[src/rtl/fetch_unit.sv]
// fetch_unit: sequential instruction fetch feeding execute through a small FIFO, with redirect/kill handling.
// Optional feature macro FETCH_ALIGN_CHECK_EN: misaligned redirects park the unit in FAULT until an aligned redirect.
module fetch_unit #(
    parameter logic [31:0] RESET_PC  = 32'h0000_0000,
    parameter int          BUF_DEPTH = 2
) (
    input  logic        clk,
    input  logic        rst,
    input  logic        redirect_valid,
    input  logic [31:0] redirect_pc,
    output logic        mem_req,
    output logic [31:0] mem_addr,
    input  logic        mem_ack,
    input  logic [31:0] mem_rdata,
    output logic        instr_valid,
    output logic [31:0] instr,
    output logic [31:0] instr_pc,
    input  logic        instr_ready,
    output logic        fetch_fault
);
    localparam int AW = $clog2(BUF_DEPTH);
    localparam logic [AW:0] FULL = (AW + 1)'(BUF_DEPTH);
`ifdef FETCH_ALIGN_CHECK_EN
    typedef enum logic [1:0] {IDLE, REQ, STALL, FAULT} state_t;
`else
    typedef enum logic [1:0] {IDLE, REQ, STALL} state_t;
`endif
    state_t        state_q, state_d, go_rpc, go_pend;
    logic [31:0]   addr_q, addr_d, pend_q, pend_d, rpc;
    logic          kill_q, kill_d, req_q, fault_q, fault_d;
    logic [31:0]   ibuf_q [BUF_DEPTH];
    logic [31:0]   pbuf_q [BUF_DEPTH];
    logic [AW-1:0] rd_q, wr_q;
    logic [AW:0]   cnt_q, cnt_d;
    logic          ack, push, pop;

`ifdef FETCH_ALIGN_CHECK_EN
    assign rpc     = redirect_pc;
    assign go_rpc  = (|redirect_pc[1:0]) ? FAULT : REQ;
    assign go_pend = (|pend_q[1:0]) ? FAULT : REQ;
    assign fault_d = (state_d == FAULT);
`else
    assign rpc     = redirect_pc & 32'hFFFF_FFFC;
    assign go_rpc  = REQ;
    assign go_pend = REQ;
    assign fault_d = 1'b0;
`endif

    assign ack   = (state_q == REQ) && mem_ack;
    assign push  = ack && !kill_q && !redirect_valid;
    assign pop   = (cnt_q != '0) && instr_ready && !redirect_valid;
    assign cnt_d = redirect_valid ? '0 : cnt_q + {{AW{1'b0}}, push} - {{AW{1'b0}}, pop};

    assign mem_req     = req_q;
    assign mem_addr    = addr_q;
    assign instr_valid = (cnt_q != '0);
    assign instr       = ibuf_q[rd_q];
    assign instr_pc    = pbuf_q[rd_q];
    assign fetch_fault = fault_q;

    // next fetch state, address and kill bookkeeping; redirect outranks everything else
    always_comb begin
        state_d = state_q;
        addr_d  = addr_q;
        kill_d  = kill_q;
        pend_d  = pend_q;
        if (redirect_valid) begin
            if (state_q == REQ && !mem_ack) begin
                kill_d = 1'b1;
                pend_d = rpc;
            end else begin
                kill_d  = 1'b0;
                addr_d  = rpc;
                state_d = go_rpc;
            end
        end else if (state_q == IDLE) begin
            state_d = REQ;
        end else if (state_q == STALL) begin
            state_d = (cnt_q < FULL) ? REQ : STALL;
        end else if (ack && kill_q) begin
            kill_d  = 1'b0;
            addr_d  = pend_q;
            state_d = go_pend;
        end else if (ack) begin
            addr_d  = addr_q + 32'd4;
            state_d = (cnt_d == FULL) ? STALL : REQ;
        end
    end

    // state, request/address registers and the instruction FIFO
    always_ff @(posedge clk or negedge rst) begin
        if (!rst) begin
            state_q <= IDLE;
            addr_q  <= RESET_PC;
            pend_q  <= '0;
            kill_q  <= 1'b0;
            req_q   <= 1'b0;
            fault_q <= 1'b0;
            rd_q    <= '0;
            wr_q    <= '0;
            cnt_q   <= '0;
            for (int i = 0; i < BUF_DEPTH; i++) begin
                ibuf_q[i] <= '0;
                pbuf_q[i] <= '0;
            end
        end else begin
            state_q <= state_d;
            addr_q  <= addr_d;
            pend_q  <= pend_d;
            kill_q  <= kill_d;
            req_q   <= (state_d == REQ);
            fault_q <= fault_d;
            cnt_q   <= cnt_d;
            if (redirect_valid) begin
                rd_q <= '0;
                wr_q <= '0;
            end else begin
                if (push) begin
                    ibuf_q[wr_q] <= mem_rdata;
                    pbuf_q[wr_q] <= addr_q;
                    wr_q         <= wr_q + 1'b1;
                end
                if (pop) rd_q <= rd_q + 1'b1;
            end
        end
    end
endmodule

[config.mk]
export PLATFORM = sky130hd
export DESIGN_NAME = fetch_unit
export DESIGN_NICKNAME = d
export VERILOG_FILES = /design/src/rtl/fetch_unit.sv
export SDC_FILE = /design/constraint.sdc
export NUM_CORES = 1
export LEC_CHECK = 0
export CORE_MARGIN = 3
export CORE_UTILIZATION = 35
export DETAILED_ROUTE_END_ITERATION = 8
export PLACE_DENSITY = 0.61
export SYNTH_ARGS = -nofsm -noshare
export SYNTH_HDL_FRONTEND = slang
export SYNTH_SLANG_ARGS = --single-unit
[constraint.sdc]
create_clock -name clk -period 3 [get_ports clk]
set_input_delay 0.6 -clock clk [delete_from_list [all_inputs] [get_ports clk]]
set_output_delay 0.6 -clock clk [all_outputs]
set_load 0.1 [all_outputs]
* Yosys cells after proc, flatten, opt, wreduce, memory -nomap -nowiden
Index checks and enable logic that the tools add are counted.
Word-level totals: register bits after elaboration 198, output and inout bits 99, word-level logic and storage cells 86
Operators by class: add/sub/neg operators 5, order comparisons 4, eq/ne operators 7, mux-type cells 34, bitwise operators 3, reduce and logical (&&, ||, !) cells 21
Operator list (number):
- $mux W32 | 13
- $bwmux W64 | 2
- $add A32 B3 Y32 const B | 1
- $demux W32 S1 | 1
- $mux W2 | 9
- $mux W1 | 9
- $logic_and A1 B1 Y1 | 8
- $reduce_bool A2 Y1 | 4
- $ne A2 B2 Y1 const B | 3
- $eq A2 B1 Y1 const B | 2
- $eq A2 B2 Y1 const B | 2
- $ge A2 B2 Y1 const B | 2
- $not A1 Y2 | 2
- $reduce_and A2 Y1 | 2
- $reduce_and A4 Y1 | 1
- $logic_not A1 Y1 | 3
- $reduce_and A3 Y1 | 1
- $reduce_bool A3 Y1 | 1
- $add A1 B1 Y1 const B | 2
- $add A2 B1 Y2 | 1
- $logic_not A2 Y1 | 1
- $lt A2 B1 Y1 const B | 1
- $lt A2 B2 Y1 const B | 1
- $sub A2 B1 Y2 | 1
- $not A1 Y1 | 1

* Logic depth before layout (Yosys ltp)
Gate-level depths: netlist of run 1.
word-level depth 15, gate-level depth with buffers 11, mapped depth without buffers 10

* Worst setup path after synthesis of run 1
Ideal clock, no wire load.
kind register to register, start register addr_q[2], in the netlist mem_addr[2], end register addr_q[20], in the netlist mem_addr[20], setup time 135 ps, data arrival time 2556 ps, required time 2865 ps, path slack 310 ps, stages on the path, launching flop included 7, buffers on the path 0, period minus slack after synthesis 2690 ps, cell sequence dfrtp_1 > ha_1 > nand4_2 > or4_4 > o31a_1 > nor3_1 > o211ai_1
On the way: longest elaborated chain between the ends 6
Ends and longest elaborated chain:
- start, declared | RTL line 29 | logic [31:0] addr_q, addr_d, pend_q, pend_d, rpc;
- start signal, assigned | RTL line 108 | addr_q <= addr_d;
- $add A32 B3 Y32 | RTL line 85 | addr_d = addr_q + 32'd4;
- $mux W32 | RTL line 84 | end else if (ack) begin
- $mux W32 | RTL line 80 | end else if (ack && kill_q) begin
- $mux W32 | RTL line 78 | end else if (state_q == STALL) begin
- $mux W32 | RTL line 76 | end else if (state_q == IDLE) begin
- $mux W32 | RTL line 67 | if (redirect_valid) begin
No other way between the ends. The select of a mux whose other input is x is not followed. A chain may end at the register's enable or synchronous reset.

* Worst setup path after layout of run 1
start register rd_q, end output instr_pc[21]
On the way: longest elaborated chain between the ends 4
Ends and longest elaborated chain:
- start, declared | RTL line 33 | logic [AW-1:0] rd_q, wr_q;
- start signal, assigned | RTL line 123 | if (pop) rd_q <= rd_q + 1'b1;
- $not A1 Y2 (implied by the code) | RTL line 58 | assign instr_pc = pbuf_q[rd_q];
- $mux W32 (implied by the code) (3 in a row) | RTL line 58
- end, declared | RTL line 17 | output logic [31:0] instr_pc,
No other way between the ends. The select of a mux whose other input is x is not followed.

==> results.tsv, run 1 <==
stage	metric	value	unit
sta	slew_headroom	50.8	%
setup_path	crit_family	buffers and inverters	
drt	routed_via_density	5.21	
drt	postRouteAntennaNets	0	
setup_path	critical_path_class	flip-flop to primary output	
power	leakage	0.00506	uW
drt	drt_iter0_markers	396	
setup_path	critical_path_buf_inv_count	2	
sta	worstMarginPinSlew	0.733	ns
synth	synth_edf_count	0	
floorplanning	dieWidth	168	microns
global_route	grt_pass1_vias	6610	
synth	synth-warning-count	0	
synth	syn_area_per_cell	12.3	sq um
drt	wl_per_cell	18.3	microns
power	seqPwrFrac	31.5	%
sta	setup_viol	0	
setup_path	worstPathMaxFanout	62	
finish	multiInputGateArea	0.00413	sq mm
synth	async_reset_ff_share	100	%
global_route	top_usage_layer	met2	
power	comb_power_share	48.3	%
finish	seq_area	0.00481	sq mm
power	p_int	6660	uW
finish	fillers	2361	
global_route	use_met1	23.2	%
floorplanning	start_util	36.1	%
sta	fin_tns_setup	0	ns
synth	ys_seq_area_share	52.2	%
global_route	grt_use_met3	3.78	%
global_route	grt_overflow	0	
clock_network	clock-root-buffer	clkbuf_16	
floorplanning	core	0.0255	sq mm
hold_path	min_path_type	input port to asynchronous set/reset pin	
sta	rsz0062_at_grt	no	
synth	synth_cells	750	
synth	synth-main-ff-cell	dfrtp_1	
global_route	grt_max_degree	71	
setup_path	critPathArrivalTime	1.82	ns
outcome	status	completed	
finish	fin_util	45.9	%
sta	fin_crit_sh	80.8	%
setup_path	crit_required	2.40	ns
floorplanning	io_pins	168	
finish	final_cell_mix	200 x mux2_2, 191 x dfrtp_1, 115 x buf_4	
power	p_clk_share	20.2	%
floorplanning	std_cell_rows	58	
clock_network	clkLatencyLatePin	0.43	ns
drt	drtPass1Iterations	5	
setup_path	start_kind	flip-flop	
sta	finalClockSkew	0.0109	ns
clock_network	cts_tree	done	
job	cap_violations	0	
clock_network	cts_resized	0	
clock_network	ctsHoldBuffers	0	
drt	drc	0	
drt	drt_wl_total	22900	microns
finish	synthToLayoutAreaGrowth	27.1	%
synth	syn-cell-area	0.00920	sq mm
global_route	antenna_found_initial	1	
finish	nets	978	
clock_network	clock-sinks	192	
clock_network	htreeDepth	4	
clock_network	clkTransAtPathRegs	0.07	ns
setup_path	cpPeakStageDelay	0.40	ns
sta	hold-worst-slack	0.182	ns
power	switching_share	47.1	%
sta	finalHoldViolCount	0	
global_route	use_met2	25.2	%
sta	period_needed	2.42	ns
setup_path	end_kind	primary output	
global_route	grt.total_usage	16.4	%
placement	gp_congestion	0.796	
global_route	grt_pass1_wl	37400	microns
sta	final_max_slew_viol_count	0	
power	max-vdd-ir-drop	0.681	mV
placement	port_buffers	160	
sta	max_freq	412	MHz
finish	drive_above_1_share	40.2	%
synth	ys_ff_latch	192	
floorplanning	dieArea	0.0283	sq mm
clock_network	post_cts_buffers	0	
drt	vias	6507	
setup_path	cp_slowest_cell	mux2_2	
power	p_per_area	1080	mW/mm^2
finish	layout_commonest_cell	mux2_2	
clock_network	clockBufferDepth	2	
clock_network	cts_buffers	17	
placement	dp_hpwl	15300	microns
setup_path	crit_chain	buf_12 -> mux2_2 -> buf_4	
synth	synth.distinct_cells	62	
floorplanning	die_y	168	microns
power	p_sw	5940	uW
==> stage by stage <==
step,setup slack [ns],area (sq um),instances,total power [uW]
after floorplan,0.310,9210,754,8870
after global placement,0.217,11000,1217,10100
after detailed placement,0.224,11000,1217,10100
after CTS,0.543,11700,1249,12700
after global routing,0.433,11700,1250,13100
final,0.576,11700,1250,12600
==> flip-flops by register name, indices dropped and copies added (netlist names) <==
signal,count
kill_q,1
mem_req,1
rd_q,1
mem_addr,30
wr_q,1
state_q,2
ibuf_q,64
pbuf_q,60
pend_q,30
cnt_q,2
==> area by class of cell <==
type	instances	share of cell area (%)
repair buffers	187	14.1
inverters	11	0.353
multi-input cells	497	35.3
flip-flops and latches	192	41.1
diodes	1	0.0214
clock buffers	19	3.70
clock inverters	13	1.88
well taps	330	3.53
==> cell usage after synthesis (all sizes together), types with 2 or more instances <==
library cell	count	share of area, %
and4	2	0.19
or3	4	0.27
dfrtp	192	52
a211oi	2	0.16
xnor2	7	0.67
nand2	41	1.7
o221ai	4	0.38
nand2b	2	0.14
o31a	3	0.29
nand4	12	1.0
nor4	6	0.48
a31oi	3	0.20
mux2i	2	0.22
o32a	2	0.22
mux2	212	26
nor4bb	2	0.22
a21o	2	0.16
clkbuf	19	0.79
buf	35	2.1
a21oi	33	1.8
inv	11	0.45
ha	3	0.41
and3	18	1.2
o211ai	3	0.24
nor2	29	1.3
o21ai	43	2.3
a221oi	2	0.19
nor3	7	0.38
a311oi	2	0.19
xor2	10	0.95
nand3	14	0.82
a32oi	2	0.19
nand4b	3	0.29
==> power by group through the flow <==
stage | Clock [uW] | Sequential [uW] | Combinational, uW
finish | 2540 | 3960 | 6080
global route | 2710 | 4090 | 6350
CTS | 2610 | 3970 | 6130
detailed placement | 0 | 4020 | 6120
global placement | 0 | 3980 | 6080
floorplan | 0 | 4410 | 4460
==> final timing paths <==
path	start	end	slack (ns)	cells past startpoint
hold / removal	rst	ibuf_q[21]	0.18	1
min in group clk	pbuf_q[53]	pbuf_q[53]	0.49	1
hold reg to reg	pbuf_q[53]	pbuf_q[53]	0.49	1
max in group asynchronous	rst	rd_q	2.03	2
setup / recovery	rd_q	instr_pc[21]	0.58	3
setup reg to reg	mem_addr[3]	mem_addr[22]	0.65	6
==> logic make-up (layout without fill, tap and decap cells) <==
kind of cell / after synthesis / after routing / synth area share (%)
AOI/OAI and AO/OA: 112 / 112 / 7.39
xor gates and xnor gates: 17 / 17 / 1.62
adders and majority gates: 3 / 3 / 0.408
buffers and inverters: 65 / 230 / 3.35
DFF: 192 / 192 / 52.2
muxes: 214 / 214 / 26.2
other: 1 / 6 / 0.0408
and+or+nand+nor: 146 / 146 / 8.80
==> routing by layer <==
layer,share of wire [%],routed length [microns]
met5,0,0
met4,1.7,393
met3,5.5,1260
met2,45,10400
met1,47,10900
Power figures use the tool's default switching activity.
==> run 2: changes to the inputs <==
--- a/config.mk
+++ b/config.mk
@@ -8,7 +8,7 @@
 export CORE_MARGIN = 3
 export CORE_UTILIZATION = 35
 export DETAILED_ROUTE_END_ITERATION = 8
-export PLACE_DENSITY = 0.61
+export PLACE_DENSITY = 0.63
 export SYNTH_ARGS = -nofsm -noshare
 export SYNTH_HDL_FRONTEND = slang
 export SYNTH_SLANG_ARGS = --single-unit
==> constraint.sdc (replaced) <==
create_clock -name clk -period 2.22 [get_ports clk]
set_input_delay 0.444 -clock clk [delete_from_list [all_inputs] [get_ports clk]]
set_output_delay 0.444 -clock clk [all_outputs]
set_load 0.1 [all_outputs]
==> run 2 against run 1 <==
Compared with the run above: register-to-register slack lost 0.51 ns; final cell count is 2.5% higher; total power rose by 46%; clock skew increased by 0.0026 ns; setup slack lost 0.49 ns; critical path depth is the same; critical endpoint is now instr[4]; largest cell class unchanged.
==> results.tsv, run 2 (synthesized netlist as in run 1, its figures left out) <==
stage	metric	value	unit	change
outcome	status	completed		
setup_path	end_kind	primary output		
clock_network	clkTransAtPathRegs	0.07	ns	about the same
drt	drtPass1Iterations	8		+3
setup_path	worstPathMaxFanout	7		-89%
setup_path	crit_cells	3		unchanged
drt	drt_wl_total	23600	microns	+2.9%
floorplanning	core	0.0255	sq mm	unchanged
global_route	grt_pass1_vias	6648		+0.57%
floorplanning	io_pins	168		unchanged
drt	drc	0		unchanged
setup_path	rr_worst_depth	9		+3
power	leakage	0.00547	uW	+8.1%
setup_path	crit_chain	buf_4 -> mux2_2 -> buf_12		
placement	port_buffers	160		unchanged
finish	layout_commonest_cell	mux2_2		
setup_path	start_kind	flip-flop		
sta	fin_crit_sh	96.0	%	
setup_path	critical_path_class	flip-flop to primary output		
drt	vias	6596		+1.4%
power	power	18400	uW	+46%
clock_network	htreeDepth	4		unchanged
floorplanning	dieArea	0.0283	sq mm	unchanged
sta	slew_headroom	62.0	%	+11 points
sta	rsz0062_at_grt	no		
setup_path	critPathArrivalTime	1.69	ns	-0.13 ns
power	p_per_area	1440	mW/mm^2	+34%
clock_network	cts_buffers	17		unchanged
finish	drive_above_1_share	44.5	%	+4.3 points
setup_path	reg2reg_to	mem_req		
setup_path	cp_slowest_cell	dfrtp_4		
finish	top_regs	ibuf_q: 64 flops, pbuf_q: 60 flops		
clock_network	clockBufferDepth	2		unchanged
clock_network	clock-root-buffer	clkbuf_16		
hold_path	min_path_type	input port to flip-flop		
floorplanning	die_y	168	microns	unchanged
floorplanning	start_util	36.1	%	unchanged
finish	nets	1010		+3.3%
sta	fin_tns_setup	0	ns	unchanged
drt	wl_per_cell	18.4	microns	+0.43%
finish	fillers	2260		-4.3%
sta	worstMarginPinSlew	0.562	ns	-0.171 ns
sta	period_needed	2.13	ns	
sta	max_freq	469	MHz	
global_route	grt.total_usage	16.6	%	+0.21 points
setup_path	reg2reg_slack	0.14	ns	-0.51 ns
sta	final_max_slew_viol_count	0		unchanged
hold_path	hp-start	redirect_valid		
setup_path	r2r-start	cnt_q[1]		
clock_network	clock-sinks	192		unchanged
global_route	grt_overflow	0		unchanged
placement	gp_congestion	0.802		+0.83%
finish	synthToLayoutAreaGrowth	38.9	%	
setup_path	cpPeakStageDelay	0.50	ns	+0.10 ns
drt	postRouteAntennaNets	0		unchanged
setup_path	crit_end	instr[4]		
sta	finalClockSkew	0.0135	ns	+0.00260 ns
clock_network	cts_tree	done		
placement	dp_hpwl	16800	microns	+10%
clock_network	clkLatencyLatePin	0.43	ns	about the same
drt	routed_via_density	5.15		-1.1%
global_route	grt_max_degree	52		-27%
setup_path	worstSetupStartpoint	rd_q		
floorplanning	std_cell_rows	58		unchanged
sta	finalHoldViolCount	0		unchanged
finish	final_cell_mix	200 x mux2_2, 171 x dfrtp_1, 78 x buf_4		
floorplanning	dieWidth	168	microns	unchanged
setup_path	crit_required	1.78	ns	-0.62 ns
global_route	antenna_found_initial	0		-1
finish	top_register	ibuf_q		
finish	largest_register_ffs	64		unchanged
global_route	grt_pass1_wl	37800	microns	+1.1%
sta	setup_viol	0		unchanged
finish	antenna_cells	0		-1
power	max-vdd-ir-drop	0.905	mV	+33%
job	cap_violations	0		unchanged
drt	drt_iter0_markers	484		+22%
setup_path	crit_family	flip-flops		
setup_path	critical_path_buf_inv_count	2		unchanged
## run 2: cell types whose count changed in the layout (fill, tap and decap cells not counted), moves of 2 or more
cell	before	now
clkinv_4	0	4
buf_4	115	78
clkinv_8	0	2
buf_12	6	74
dfrtp_2	1	18
dfrtp_1	191	171
dfrtp_4	0	3
inv_8	1	4
inv_6	5	2
bufinv_16	5	1
## run 2: metrics by stage
step / worst slack [ns] / cells / hold slack, ns / instance area (sq um) / util (%)
CTS: 0.0454 / 1281 / 0.431 / 12800 / 50.1
global placement: -0.365 / 1246 / 0.441 / 12100 / 47.7
finish: 0.0886 / 1281 / 0.454 / 12800 / 50.1
detailed placement: -0.411 / 1246 / 0.433 / 12100 / 47.7
floorplan: -0.0390 / 754 / 0.148 / 9250 / -
global route: 0.0205 / 1281 / 0.464 / 12800 / 50.1
## run 2: what timing repair did
action,in CTS,in global routing
resized for setup,1,4
buffers inserted,2,0
endpoints found under the hold margin,45,0
hold buffers,1,0
pin swaps,0,1
setup endpoints to repair,53,3
## run 2: worst min path at each step
stage,end,slack (ns),cells past startpoint
finish,cnt_q[0],0.45,3
global route,cnt_q[1],0.46,3
floorplan,cnt_q[0],0.15,0
detailed placement,ibuf_q[56],0.43,1
global placement,ibuf_q[24],0.44,1
CTS,cnt_q[0],0.43,3
## run 2: power by group
group	leakage [uW]	switching, uW	internal (uW)
combinational	0.00288	6210	3700
sequential	0.00230	733	4660
clock	0.000288	1490	1610
total	0.00547	8440	9980
## run 2: tightest hold or removal path, cell delays in order
cell	delay [ns]
buf_2	0.09
buf_4	0.22
nor2b_1	0.07
## run 2: cell type report
| type | count | area [sq um] | share of cell area [%] |
|---|---|---|---|
| clock buffer | 18 | 429 | 3.36 |
| sequential | 192 | 4840 | 37.9 |
| clock inverter | 14 | 168 | 1.31 |
| multi-input combinational | 497 | 4140 | 32.4 |
| tap | 330 | 413 | 3.23 |
| timing repair buffer | 219 | 2740 | 21.4 |
| inverter | 11 | 43.8 | 0.343 |
## run 2: metal layers
| metal | wire length, microns | GRT usage [%] | vias up |
|---|---|---|---|
| met4 | 195 | 3.38 | 0 |
| met3 | 1090 | 2.96 | 14 |
| li1 | - | - | 3087 |
| met1 | 11000 | 23.8 | 3309 |
| met5 | 0 | 0 | - |
| met2 | 11200 | 26.7 | 186 |
==> run 3: changes to the inputs <==
--- a/config.mk
+++ b/config.mk
@@ -5,10 +5,12 @@
 export SDC_FILE = /design/constraint.sdc
 export NUM_CORES = 1
 export LEC_CHECK = 0
+export CAP_MARGIN = 20
 export CORE_MARGIN = 3
-export CORE_UTILIZATION = 35
+export CORE_UTILIZATION = 48
 export DETAILED_ROUTE_END_ITERATION = 8
-export PLACE_DENSITY = 0.63
+export PLACE_DENSITY = 0.81
+export SLEW_MARGIN = 20
 export SYNTH_ARGS = -nofsm -noshare
 export SYNTH_HDL_FRONTEND = slang
 export SYNTH_SLANG_ARGS = --single-unit
==> run 3 against run 2 <==
Compared with the run above: combinational power about the same; first-iteration DRC count increased by 5.4%; die area decreased by 26%; fmax decreased by 0.98%; sequential power about the same; global-route usage increased by 6.0 points; largest power group unchanged; highest routed layer unchanged.
==> results.tsv, run 3 (synthesized netlist as in run 1, its figures left out) <==
stage	metric	value	unit	change
clock_network	clkTransAtPathRegs	0.08	ns	about the same
clock_network	htreeDepth	4		unchanged
finish	drive_above_1_share	44.2	%	-0.31 points
finish	multiInputGateArea	0.00414	sq mm	about the same
floorplanning	dieWidth	144	microns	-14%
finish	antenna_cells	0		unchanged
power	seqPwrFrac	29.2	%	about the same
placement	port_buffers	160		unchanged
setup_path	critical_path_class	flip-flop to primary output		
power	max-vdd-ir-drop	0.771	mV	-15%
global_route	grt.total_usage	22.6	%	+6.0 points
floorplanning	std_cell_rows	49		-16%
setup_path	critPathArrivalTime	1.71	ns	+0.02 ns
finish	final_cell_mix	200 x mux2_2, 170 x dfrtp_1, 75 x buf_12		
finish	top_register	ibuf_q		
global_route	grt_max_degree	72		+38%
sta	setup_viol	0		unchanged
floorplanning	dieArea	0.0209	sq mm	-26%
drt	wl_per_cell	19.3	microns	+5.0%
drt	drt_wl_total	22700	microns	-3.8%
finish	seq_area	0.00484	sq mm	about the same
finish	fillers	1297		-43%
clock_network	clockBufferDepth	2		unchanged
job	cap_violations	0		unchanged
finish	largest_register_ffs	64		unchanged
drt	routed_via_density	5.80		+13%
power	p_sw	8410	uW	-0.32%
global_route	grt_pass1_vias	6995		+5.2%
placement	dp_hpwl	16000	microns	-4.9%
power	comb_power_share	53.3	%	-0.5 points
sta	final_max_slew_viol_count	0		unchanged
finish	top_regs	ibuf_q: 64 flops, pbuf_q: 60 flops		
setup_path	crit_required	1.78	ns	about the same
clock_network	clkLatencyLatePin	0.44	ns	about the same
finish	layout_commonest_cell	mux2_2		
clock_network	cts_buffers	17		unchanged
power	power	18600	uW	+1.1%
clock_network	cts_tree	done		
drt	drc	0		unchanged
floorplanning	io_pins	168		unchanged
clock_network	clock-sinks	192		unchanged
sta	finalHoldViolCount	0		unchanged
setup_path	end_kind	primary output		
drt	vias	6806		+3.2%
sta	period_needed	2.15	ns	+0.0211 ns
clock_network	clock-root-buffer	clkbuf_16		
drt	drtPass1Iterations	7		-1
setup_path	start_kind	flip-flop		
drt	drt_iter0_markers	510		+5.4%
hold_path	min_path_type	input port to asynchronous set/reset pin		
drt	postRouteAntennaNets	0		unchanged
floorplanning	die_y	144	microns	-14%
floorplanning	core	0.0184	sq mm	-28%
sta	rsz0062_at_grt	no		
power	p_clk_share	17.5	%	+0.6 points
finish	nets	1003		-0.69%
global_route	grt_pass1_wl	37300	microns	-1.4%
sta	fin_crit_sh	97.0	%	+0.95 points
power	switching_share	45.2	%	-0.65 points
placement	gp_congestion	0.847		+5.6%
sta	finalClockSkew	0.0138	ns	+0.000268 ns
global_route	antenna_found_initial	0		unchanged
floorplanning	start_util	50.0	%	+14 points
power	p_per_area	1470	mW/mm^2	+2.1%
global_route	grt_overflow	0		unchanged
power	p_int	10200	uW	+2.3%
power	leakage	0.00546	uW	-0.13%
finish	synthToLayoutAreaGrowth	37.5	%	
setup_path	worstPathMaxFanout	22		+15
outcome	status	completed		
sta	max_freq	465	MHz	-0.98%
sta	fin_tns_setup	0	ns	unchanged
run 3: worst max-delay path: stages (launching register included):
cell and delay [ns]:
dfrtp_4 0.50, buf_12 0.20, mux2_2 0.39, buf_12 0.17
run 3: final cells by class:
cell class	count	area share, %
Clock inverter	14	1.54
Multi-Input combinational cell	497	32.8
Tap cell	229	2.26
Clock buffer	18	3.47
Inverter	11	0.346
Sequential cell	192	38.3
Timing Repair Buffer	212	21.4
run 3: worst paths after layout:
check,start,to,slack (ns),cells past startpoint
hold / removal,rst,ibuf_q[18],0.47,2
setup / recovery,rd_q,instr[27],0.07,3
setup reg to reg,mem_addr[2],mem_addr[20],0.14,6
max in group asynchronous,rst,mem_addr[3],1.03,3
min in group clk,pbuf_q[29],pbuf_q[29],0.48,2
hold reg to reg,pbuf_q[29],pbuf_q[29],0.48,2
run 3: power by group through the flow:
stage | clock (uW) | sequential [uW] | combinational, uW
final | 3260 | 5430 | 9920
after detailed placement | 0 | 5490 | 9930
after floorplan | 0 | 5980 | 6030
after CTS | 3320 | 5430 | 9980
after global routing | 3480 | 5600 | 10300
after global placement | 0 | 5400 | 9810
run 3: repair_timing:
action	in CTS	in global routing
endpoints found under the hold margin	33	0
resized for setup	1	6
setup endpoints to repair	58	4
setup buffers	1	2
hold buffers	1	0
pin swaps	0	3
run 3: metal layers:
layer / up-vias / GRT usage [%] / wire length (microns)
li1: 3095 / - / -
met1: 3404 / 31.1 / 9780
met3: 38 / 4.30 / 1320
met4: 0 / 6.28 / 368
met2: 269 / 37.0 / 11200
met5: - / 0 / 0
run 3: through the flow:
stage | cells | worst slack, ns | hold slack (ns) | instance area, sq um | util, %
final | 1173 | 0.0676 | 0.469 | 12700 | 68.8
after global routing | 1173 | 0.0146 | 0.483 | 12700 | 68.8
after CTS | 1171 | 0.0218 | 0.474 | 12600 | 68.6
after detailed placement | 1137 | -0.441 | 0.374 | 12000 | 65.0
after global placement | 1137 | -0.340 | 0.371 | 12000 | 65.0
after floorplan | 754 | -0.0390 | 0.148 | 9250 | -
